==> config.mk <==
export PLATFORM = sky130hd
export DESIGN_NAME = pipe_stage_skid
export DESIGN_NICKNAME = d
export VERILOG_FILES = /design/src/rtl/pipe_pkg.sv /design/src/rtl/pipe_stage_skid_sat_counter.sv /design/src/rtl/pipe_stage_skid.sv
export SDC_FILE = /design/constraint.sdc
export NUM_CORES = 1
export LEC_CHECK = 0
export BUFFER_PORTS_ARGS = -buffer_cell sky130_fd_sc_hd__buf_2
export CAP_MARGIN = 25
export CORE_MARGIN = 10
export CORE_UTILIZATION = 32
export DETAILED_ROUTE_END_ITERATION = 7
export PLACE_DENSITY = 0.59
export SETUP_SLACK_MARGIN = 0.3
export SYNTH_ARGS = -nofsm -noshare
export SYNTH_HDL_FRONTEND = slang
export SYNTH_SLANG_ARGS = --single-unit
==> constraint.sdc <==
create_clock -name clk -period 3.5 [get_ports clk]
set_clock_uncertainty 0.1 [all_clocks]
set_input_delay 0.7 -clock clk [delete_from_list [all_inputs] [get_ports clk]]
set_output_delay 0.7 -clock clk [all_outputs]
set_load 0.1 [all_outputs]
==> src/rtl/pipe_pkg.sv <==
// Shared types for the elastic pipeline stage: state encoding and occupancy codes.
package pipe_pkg;

  typedef enum logic [1:0] {
    EMPTY = 2'd0,
    ONE   = 2'd1,
    FULL  = 2'd2
  } pipe_state_t;

  localparam logic [1:0] OCC_EMPTY = 2'd0;
  localparam logic [1:0] OCC_ONE   = 2'd1;
  localparam logic [1:0] OCC_FULL  = 2'd2;

endpackage

==> src/rtl/pipe_stage_skid_sat_counter.sv <==
// Saturating up-counter with synchronous clear; holds at all-ones instead of wrapping.
module sat_counter #(
  parameter int PERF_W = 16
) (
  input  logic              clk,
  input  logic              rst,
  input  logic              inc,
  output logic [PERF_W-1:0] count
);

  always_ff @(posedge clk) begin
    if (rst) begin
      count <= '0;
    end else if (inc && (count != '1)) begin
      count <= count + PERF_W'(1);
    end
  end

endmodule

==> src/rtl/pipe_stage_skid.sv <==
// Elastic pipeline stage: head register plus one skid entry, valid/ready handshake,
// flush, bubble injection and a saturating stall counter. All outputs are registered.
module pipe_stage_skid
  import pipe_pkg::*;
#(
  parameter int CTRL_W = 16,
  parameter int DATA_W = 160,
  parameter int PERF_W = 16
) (
  input  logic              clk,
  input  logic              rst,
  input  logic              in_valid,
  output logic              in_ready,
  input  logic [CTRL_W-1:0] in_ctrl,
  input  logic [DATA_W-1:0] in_data,
  output logic              out_valid,
  input  logic              out_ready,
  output logic [CTRL_W-1:0] out_ctrl,
  output logic [DATA_W-1:0] out_data,
  input  logic              flush,
  input  logic              bubble,
  output logic [1:0]        occupancy,
  output logic [PERF_W-1:0] stall_cnt
);

  pipe_state_t       state;
  logic [CTRL_W-1:0] skid_ctrl;
  logic [DATA_W-1:0] skid_data;
  logic              push;
  logic              pop;
  logic              stall_inc;

  assign push      = in_valid & in_ready & ~bubble & ~flush;
  assign pop       = out_valid & out_ready & ~flush;
  assign stall_inc = in_valid & ~push;

  // Head and skid are cleared whenever they leave the valid set, so the
  // control vector seen downstream is zero while out_valid is low.
  always_ff @(posedge clk) begin
    if (rst || flush) begin
      state     <= EMPTY;
      out_ctrl  <= '0;
      out_data  <= '0;
      skid_ctrl <= '0;
      skid_data <= '0;
      in_ready  <= 1'b1;
      out_valid <= 1'b0;
      occupancy <= OCC_EMPTY;
    end else begin
      case (state)
        EMPTY: begin
          if (push) begin
            state     <= ONE;
            out_ctrl  <= in_ctrl;
            out_data  <= in_data;
            out_valid <= 1'b1;
            occupancy <= OCC_ONE;
          end
        end
        ONE: begin
          if (push && pop) begin
            out_ctrl <= in_ctrl;
            out_data <= in_data;
          end else if (push) begin
            state     <= FULL;
            skid_ctrl <= in_ctrl;
            skid_data <= in_data;
            in_ready  <= 1'b0;
            occupancy <= OCC_FULL;
          end else if (pop) begin
            state     <= EMPTY;
            out_ctrl  <= '0;
            out_data  <= '0;
            out_valid <= 1'b0;
            occupancy <= OCC_EMPTY;
          end
        end
        FULL: begin
          if (pop) begin
            state     <= ONE;
            out_ctrl  <= skid_ctrl;
            out_data  <= skid_data;
            skid_ctrl <= '0;
            skid_data <= '0;
            in_ready  <= 1'b1;
            occupancy <= OCC_ONE;
          end
        end
        default: begin
          state     <= EMPTY;
          out_ctrl  <= '0;
          out_data  <= '0;
          skid_ctrl <= '0;
          skid_data <= '0;
          in_ready  <= 1'b1;
          out_valid <= 1'b0;
          occupancy <= OCC_EMPTY;
        end
      endcase
    end
  end

  sat_counter #(
    .PERF_W(PERF_W)
  ) u_stall_cnt (
    .clk  (clk),
    .rst  (rst),
    .inc  (stall_inc),
    .count(stall_cnt)
  );

endmodule

==> impl_metrics.toml, run 1 <==
[yosys]
synth_top_family_by_area = "compound AO/OA/AOI/OAI gates"
synth_edf_count = 0
syn_area_um2 = 15800
syn_area_per_cell_um2 = 9.31
synth_xor_area_share_pct = 0
yosys_warnings = 0
yosysUniqueCellTypes = 43
synthFlopType = "dfxtp_1"
synthAdderAreaFrac_pct = 0.0790
synthCells = 1702
ys_seq_elements = 372
seq_area_frac_synth_pct = 47.0
synth-async-reset-ratio_pct = 0
synth_simple_gate_area_share_pct = 14.8
synthMuxAreaShare_pct = 11.5
synth_compound_area_share_pct = 21.0
synth_nets = 1885

[drt]
ant_nets = 0
drt-initial-drc-count = 739
num_vias = 13800
viasPerCell = 5.14
dr.pass1.iters = 5
drc = 0
wirelength_mm = 51.2
wire_per_inst_um = 19.1

[setup_path]
path_buf_inv = 1
crit_path_max_incr_delay_ns = 0.69
crit_type = "reg -> out"
critPathRequiredTime_ns = 2.70
reg2reg_to = "out_data[63]$_SDFFE_PP0P_"
cp_max_fo = 39
end_kind = "output port"
worst_path_max_delay_cell = "dfxtp_4"
critPathArrivalTime_ns = 1.80
r2r_slack_ns = 1.01
reg2reg_from = "state[0]$_SDFFE_PP0P_"
path_cells = "buf_2"
critical_path.startpoint_type = "flip-flop"
cp_top_family = "flip-flops"
reg2reg_depth = 5

[floorplanning]
start_util_pct = 32.4
die_w_um = 243
die_h_um = 243
fp.coreArea_um2 = 49000
dieArea_um2 = 58800
num_rows = 81
ios = 378

[power]
ir_drop_v = 0.000272
leakagePower_nw = 7.34
power_density_nw_per_um2 = 483

[layout]
final_core_util_pct = 39.6
areaGrowthSynthToFinish_pct = 22.5
fill_cells = 4912
drive_gt1_share_pct = 23.6
nets = 2166

[sta]
period_minus_slack_ns = 2.60
final-hold-violation-count = 0
max-slew-margin-rel_pct = 28.5
tightest_slew_ns = 1.07
setup-tns-final_ns = 0
rsz0062_at_grt = "false"
fin_ws_ns = 0.898
timing.final.crit_share_pct = 74.4
fmax_mhz = 384
slew_viol_final = 0
setup_viol = 0

[global_routing]
grt_start_max_net_pins = 178
track_usage_pct = 16.6
grt.overflow.total = 0
antenna_found_initial = 8
grt_pass1_vias = 13600
grt_first_pass_wirelength_mm = 80.4

[clocking]
cts_sinks = 372
path_clk_slew_ns = 0.06
numCtsBuffers = 42
ctsResizeCount = 0
htreeDepth = 2
cts_root_buffer = "clkbuf_16"
clock_path_buffers = 3
cts_setup_buffers = 0
worst_skew_pair.late_latency_ns = 0.55
cts_hold_buf = 0
cts_tree = "yes"

[placement]
pre_cts_slack_ns = 0.615
dp_hpwl_mm = 31.8
portBuffers = 377
gp_congestion = 0.764

[run_status]
run_status = "completed"

[min_path]
hold_end = "skid_ctrl[11]$_SDFFE_PP0P_"
min-delay-start = "in_ctrl[11]"
min_path_type = "in -> reg"
whs_path_depth = 3

[job]
maxCapViolCount = 0
## flip-flops by register name (all words and copies together), names as in the netlist
signal,cells
u_stall_cnt.count,16
out_data,160
skid_ctrl,16
skid_data,160
state,2
out_ctrl,16
in_ready,1
out_valid,1
## power breakdown
part / switching, mW / internal [mW] / leakage [nW] / total (mW)
sequential: 0.0240 / 4.26 / 3.00 / 4.29
clock: 1.77 / 2.62 / 0.672 / 4.39
combinational: 0.492 / 0.207 / 3.67 / 0.699
## Yosys cell counts, drive strengths merged, types with 6 or more instances
cell | number | area [um2]
dfxtp | 372 | 7450
clkbuf | 75 | 282
mux2i | 178 | 1780
or4 | 7 | 52.6
nor2 | 10 | 40.0
o21ai | 11 | 55.1
nand4 | 6 | 37.5
buf | 85 | 593
a22o | 174 | 1520
nand2 | 536 | 2010
o2bb2ai | 177 | 1550
o31ai | 8 | 60.1
a21oi | 14 | 70.1
nand3 | 6 | 30.0
## metal layers
| metal | up-vias | global-route usage (%) | routed length [um] |
|---|---|---|---|
| li1 | 6605 | - | - |
| met1 | 6678 | 20.9 | 22300 |
| met2 | 381 | 26.9 | 24400 |
| met3 | 89 | 3.95 | 2970 |
| met4 | 14 | 6.27 | 1420 |
| met5 | - | 0 | 100 |
## cells in the final DEF, fill, tap and decap left out, drive strengths merged, types with 3 or more instances in the layout
| cell | synthesis | final |
|---|---|---|
| a21oi | 14 | 14 |
| nand3 | 6 | 6 |
| clkinv | 1 | 3 |
| nor2b | 3 | 3 |
| mux2i | 178 | 178 |
| nand2 | 536 | 536 |
| a22o | 174 | 174 |
| or4 | 7 | 7 |
| nor2 | 10 | 10 |
| o21ai | 11 | 11 |
| inv | 4 | 7 |
| dfxtp | 372 | 372 |
| or3 | 3 | 3 |
| clkbuf | 75 | 64 |
| mux2 | 3 | 3 |
| buf | 85 | 397 |
| and3 | 5 | 5 |
| nand4 | 6 | 6 |
| nor4 | 4 | 4 |
| o31ai | 8 | 8 |
| o2bb2ai | 177 | 177 |
## area by class of cell
type	instances	area, um2	area share [%]
diodes	1	2.50	0.0129
inverters	5	23.8	0.123
clock buffers	64	1300	6.69
clock inverters	8	75.1	0.387
multi-input cells	1165	7550	38.9
well taps	664	831	4.28
flip-flops and latches	372	7450	38.4
repair buffers	397	2170	11.2
## per-stage QoR
stage	instances	total power, mW	cell area, um2	hold WS, ns
2_1_floorplan	1702	4.85	15800	0.330
3_3_place_gp	2602	5.08	18000	0.341
3_5_place_dp	2603	5.08	18000	0.346
4_1_cts	2675	9.54	19400	0.253
5_1_grt	2676	9.76	19400	0.279
6_report	2676	9.38	19400	0.305
## cell families after synthesis
| group | count (synthesis) |
|---|---|
| and+or+nand+nor | 591 |
| AOI/OAI and AO/OA | 392 |
| DFF | 372 |
| muxes | 181 |
| buffers and inverters | 165 |
| adders and majority gates | 1 |
## worst max path at each step
| stage | cells after the start | endpoint | slack (ns) | from |
|---|---|---|---|---|
| after floorplan | 5 | u_stall_cnt.count[13]$_SDFFE_PP0P_ | 0.99 | u_stall_cnt.count[0]$_SDFFE_PP0P_ |
| after global placement | 6 | out_data[98]$_SDFFE_PP0P_ | 0.63 | flush |
| after detailed placement | 6 | out_data[70]$_SDFFE_PP0P_ | 0.62 | flush |
| after CTS | 1 | occupancy[1] | 0.83 | state[1]$_SDFFE_PP0P_ |
| after global routing | 1 | occupancy[1] | 0.82 | state[1]$_SDFFE_PP0P_ |
| final | 1 | occupancy[1] | 0.90 | state[1]$_SDFFE_PP0P_ |
No activity file was read; power rests on OpenSTA's default activity.
==> run 2: changes to the inputs <==
--- a/config.mk
+++ b/config.mk
@@ -10,7 +10,7 @@
 export CORE_MARGIN = 10
 export CORE_UTILIZATION = 32
 export DETAILED_ROUTE_END_ITERATION = 7
-export PLACE_DENSITY = 0.59
+export PLACE_DENSITY = 0.61
 export SETUP_SLACK_MARGIN = 0.3
 export SYNTH_ARGS = -nofsm -noshare
 export SYNTH_HDL_FRONTEND = slang
==> constraint.sdc (replaced) <==
create_clock -name clk -period 2.31 [get_ports clk]
set_clock_uncertainty 0.1 [all_clocks]
set_input_delay 0.462 -clock clk [delete_from_list [all_inputs] [get_ports clk]]
set_output_delay 0.462 -clock clk [all_outputs]
set_load 0.1 [all_outputs]
==> run 2 against run 1 <==
  * Routed wire length is 1.1% higher
  * Design area is 4.0% higher
  * Flip-flop and latch count stayed put
  * Register-to-register slack worse by 0.63 ns
  * Sequential share of layout area is 1.2 points lower
  * Via count is 2.1% higher
  * Die area stayed put
  * Critical path type unchanged
==> impl_metrics.toml, run 2 (synthesis results as in run 1) <==
[run_status]
run_status = "completed"

[sta]
tightest_slew_ns = 0.548
setup_viol = 0
period_minus_slack_ns = 1.96
rsz0062_at_grt = "false"
final-hold-violation-count = 0
setup-tns-final_ns = 0
slew_viol_final = 0
timing.final.crit_share_pct = 84.9
max-slew-margin-rel_pct = 63.5
fin_hold_ws_ns = 0.0610
fmax_mhz = 510

[layout]
areaGrowthSynthToFinish_pct = 27.3
drive_gt1_share_pct = 26.4
final_common_cell = "nand2_1"
multi_input_area_um2 = 7550
seq_area_um2 = 7500
n_antenna_cell = 0
nets = 2213
fill_cells = 4822
final_cell_mix = "nand2_1, buf_2, dfxtp_1, mux2i_1, o2bb2ai_1"
reg.largest.list = "out_data x160, skid_data x160"

[setup_path]
crit_type = "reg -> out"
cp_top_family = "buffers and inverters"
cp_max_fo = 2
end_kind = "output port"
critPathArrivalTime_ns = 1.40
path_cells = "buf_2"
worst_path_max_delay_cell = "buf_2"
critPathRequiredTime_ns = 1.75
crit_path_max_incr_delay_ns = 0.46
path_buf_inv = 1
critical_path.startpoint_type = "flip-flop"

[drt]
viasPerCell = 5.16
wirelength_mm = 51.7
num_vias = 14100
drc = 0
ant_nets = 0
dr.pass1.iters = 7
wire_per_inst_um = 19.0
drt-initial-drc-count = 887

[floorplanning]
start_util_pct = 32.4
die_h_um = 243
fp.coreArea_um2 = 49000
die_w_um = 243
num_rows = 81
ios = 378
dieArea_um2 = 58800

[clocking]
htreeDepth = 2
cts_tree = "yes"
numCtsBuffers = 42
cts_sinks = 372
cts_root_buffer = "clkbuf_16"
clock_path_buffers = 3
worst_skew_pair.late_latency_ns = 0.56
path_clk_slew_ns = 0.06

[global_routing]
antenna_found_initial = 0
grt_pass1_vias = 14100
track_usage_pct = 16.7
grt_start_max_net_pins = 97
grt_first_pass_wirelength_mm = 81.0
grt.overflow.total = 0

[placement]
dp_hpwl_mm = 33.7
portBuffers = 377
gp_congestion = 0.808

[power]
total_power_mw = 14.5
leakagePower_nw = 7.72
ir_drop_v = 0.000509
power_density_nw_per_um2 = 719

[min_path]
min_path_type = "in -> reg"

[job]
maxCapViolCount = 0
[run 2: cell types whose count changed in the layout (fill, tap and decap cells not counted), sizes merged]
| cell | previous run | this run |
|---|---|---|
| bufinv | 1 | 2 |
| bufbuf | 0 | 3 |
| diode | 1 | 0 |
| buf | 397 | 437 |
| clkbuf | 64 | 70 |
| clkinv | 3 | 4 |
[run 2: area by class of cell]
cell class | instances | area share, %
inverters | 5 | 0.118
well taps | 664 | 4.12
clock inverters | 10 | 0.533
multi-input cells | 1165 | 37.4
repair buffers | 444 | 14.0
clock buffers | 66 | 6.57
flip-flops and latches | 372 | 37.2
[run 2: through the flow]
step / setup WS (ns) / instances / area, um2 / util [%]
2_1_floorplan: 0.333 / 1702 / 15900 / -
3_3_place_gp: 0.175 / 2644 / 18600 / 38.0
3_5_place_dp: 0.0839 / 2644 / 18600 / 38.0
4_1_cts: 0.301 / 2726 / 20200 / 41.2
5_1_grt: 0.307 / 2726 / 20200 / 41.2
6_report: 0.348 / 2726 / 20200 / 41.2
[run 2: layer usage]
layer / global-route usage [%] / vias up / part of all wire, %
li1: - / 6702 / -
met1: 21.0 / 6852 / 43
met2: 27.9 / 413 / 48
met3: 3.87 / 87 / 5.7
met4: 5.25 / 0 / 2.6
met5: 0 / - / 0
[run 2: final timing paths]
check | from | endpoint | slack [ns] | cells after the start
max | out_data[15]$_SDFFE_PP0P_ | out_data[15] | 0.35 | 1
min | in_data[78] | skid_data[78]$_SDFFE_PP0P_ | 0.06 | 3
max reg2reg | in_ready$_SDFFE_PP1P_ | out_data[38]$_SDFFE_PP0P_ | 0.38 | 5
min reg2reg | skid_data[159]$_SDFFE_PP0P_ | skid_data[159]$_SDFFE_PP0P_ | 0.35 | 2
[run 2: timing repair]
action	in CTS	in global routing
setup endpoints to repair	3	36
buffers inserted	3	0
hold buffers	0	0
cloned	3	0
resized for setup	3	5
pin swaps	0	1
[run 2: power by group]
part | internal [mW] | switching [mW] | total [mW]
logic | 0.350 | 0.767 | 1.12
clock network | 4.16 | 2.74 | 6.90
registers | 6.45 | 0.0330 | 6.48
total | 11.0 | 3.54 | 14.5
==> run 3: changes to the inputs <==
--- a/config.mk
+++ b/config.mk
@@ -10,7 +10,7 @@
 export CORE_MARGIN = 10
 export CORE_UTILIZATION = 32
 export DETAILED_ROUTE_END_ITERATION = 7
-export PLACE_DENSITY = 0.61
+export PLACE_DENSITY = 0.59
 export SETUP_SLACK_MARGIN = 0.3
 export SYNTH_ARGS = -nofsm -noshare
 export SYNTH_HDL_FRONTEND = slang
==> constraint.sdc (replaced) <==
create_clock -name clk -period 1.83 [get_ports clk]
set_clock_uncertainty 0.1 [all_clocks]
set_input_delay 0.366 -clock clk [delete_from_list [all_inputs] [get_ports clk]]
set_output_delay 0.366 -clock clk [all_outputs]
set_load 0.1 [all_outputs]
==> run 3 against run 2 <==
  * The flow now finishes with violations (setup timing)
  * Clock power rose by 25%
  * Register-to-register slack got worse by 0.40 ns
  * Non-clock buffer count is 300 higher
  * Count of clock-buffer cells in the layout unchanged
  * Sequential power is 26% higher
  * Cell count rose by 11%
  * Die area unchanged
  * Critical path depth increased by 6
  * Worst setup slack lost 0.37 ns
  * Largest power group unchanged
  * Combinational power up 91%
==> impl_metrics.toml, run 3 (synthesis results as in run 1) <==
[run_status]
run_status = "finished, violations left"
violations = "setup timing"

[floorplanning]
ios = 378
start_util_pct = 32.4
num_rows = 81
dieArea_um2 = 58800
fp.coreArea_um2 = 49000
die_w_um = 243
die_h_um = 243

[sta]
max-slew-margin-rel_pct = 63.8
fmax_mhz = 540
slew_viol_final = 0
fin_hold_ws_ns = 0.143
period_minus_slack_ns = 1.85
rsz0062_at_grt = "true"
final-hold-violation-count = 0
fin_ws_ns = -0.0230
setup_viol = 3
setup-tns-final_ns = -0.0318
tightest_slew_ns = 0.543
timing.final.crit_share_pct = 101

[global_routing]
antenna_found_initial = 13
grt.overflow.total = 0
grt_first_pass_wirelength_mm = 94.9
track_usage_pct = 19.8
grt_pass1_vias = 16200
grt_start_max_net_pins = 93

[layout]
fin_area_um2 = 27200
areaGrowthSynthToFinish_pct = 71.5
final_common_cell = "nand2_1"
final_core_util_pct = 55.5
nets = 2514
drive_gt1_share_pct = 37.0
final_cell_mix = "nand2_1, buf_12, buf_2, dlygate4sd3_1, dfxtp_1"
reg.largest.list = "out_data x160, skid_data x160"

[drt]
viasPerCell = 5.25
wirelength_mm = 65.2
dr.pass1.iters = 5
wire_per_inst_um = 21.5
drc = 0
drt-initial-drc-count = 1128
ant_nets = 0
num_vias = 15900

[power]
power_density_nw_per_um2 = 697
ir_drop_v = 0.000623
p_int_mw = 14.2
p_sw_mw = 4.70
seqPwrFrac_pct = 43.1
total_power_mw = 18.9
power.share.clock_pct = 45.6
leakagePower_nw = 10.0
p_sw_share_pct = 24.9
pwr-share-comb_pct = 11.3

[clocking]
cts_tree = "yes"
cts_sinks = 372
worst_skew_pair.late_latency_ns = 0.55
path_clk_slew_ns = 0.06
clock_path_buffers = 3
numCtsBuffers = 43
htreeDepth = 2
cts_root_buffer = "clkbuf_16"

[setup_path]
crit_type = "reg -> reg"
critical_path.startpoint_type = "flip-flop"
critPathRequiredTime_ns = 2.14
end_kind = "flip-flop"
critPathArrivalTime_ns = 2.17
cp_max_fo = 10

[placement]
dp_hpwl_mm = 34.4
gp_congestion = 0.768
placed_area_um2 = 18900
portBuffers = 377

[job]
maxCapViolCount = 0

[min_path]
min_path_type = "in -> reg"
-- run 3: cell types whose count changed in the layout (fill, tap and decap cells not counted), sizes merged --
| cell | change |
|---|---|
| dlygate4sd3 | +176 |
| buf | +114 |
| diode | +13 |
| clkbuf | +10 |
| clkinv | +3 |
| clkinvlp | -2 |
| inv | -1 |
-- run 3: critical path, cell delays in order (launching register included) --
cell and delay (ns):
dfxtp_4 0.39, buf_6 0.11, a21boi_4 0.24, nor3_2 0.07, o21a_4 0.24, buf_12 0.16, buf_4 0.17, a22o_1 0.23
-- run 3: cell type report --
type                    instances  area, um2
fillers                      3816      21800
inverters                       5       23.8
flip-flops and latches        372       7870
repair buffers                744       9220
diodes                         13       32.5
clock buffers                  66       1290
multi-input cells            1165       7800
well taps                     664        831
clock inverters                10        101
-- run 3: final timing paths --
path | from | to | slack [ns] | cells past startpoint
max | state[0]$_SDFFE_PP0P_ | out_data[150]$_SDFFE_PP0P_ | -0.02 | 7
min | out_ready | out_valid$_SDFFE_PP0P_ | 0.14 | 4
max reg2reg | state[0]$_SDFFE_PP0P_ | out_data[150]$_SDFFE_PP0P_ | -0.02 | 7
min reg2reg | skid_data[134]$_SDFFE_PP0P_ | skid_data[134]$_SDFFE_PP0P_ | 0.35 | 2
-- run 3: power by group through the flow --
| stage | registers, mW | logic [mW] | clock network, mW |
|---|---|---|---|
| final | 8.16 | 2.14 | 8.63 |
| after global routing | 8.16 | 2.23 | 9.12 |
| after CTS | 8.18 | 1.95 | 8.76 |
| after detailed placement | 8.35 | 1.42 | 0 |
| after global placement | 8.35 | 1.41 | 0 |
| after floorplan | 8.77 | 0.488 | 0 |
-- run 3: per-stage QoR --
| stage | cells | worst slack [ns] |
|---|---|---|
| finish | 3039 | -0.0230 |
| global route | 3039 | -0.0708 |
| CTS | 2965 | -0.0107 |
| detailed placement | 2677 | -0.184 |
| global placement | 2677 | -0.146 |
| floorplan | 1702 | 0.00547 |
-- run 3: routing by layer --
layer	GRT usage [%]	share of wire, %
met5	0	0
met2	34.4	50
met1	22.8	40
met3	4.25	6.3
met4	8.93	3.8
-- run 3: what timing repair did --
| action | 4_1_cts | 5_1_grt |
|---|---|---|
| hold buffers | 176 | 0 |
| endpoints found under the setup margin | 565 | 565 |
| pin swaps | 3 | 31 |
| cloned | 7 | 19 |
| gates resized for setup | 967 | 171 |
| setup buffers | 29 | 42 |
| endpoints found under the hold margin | 177 | 0 |
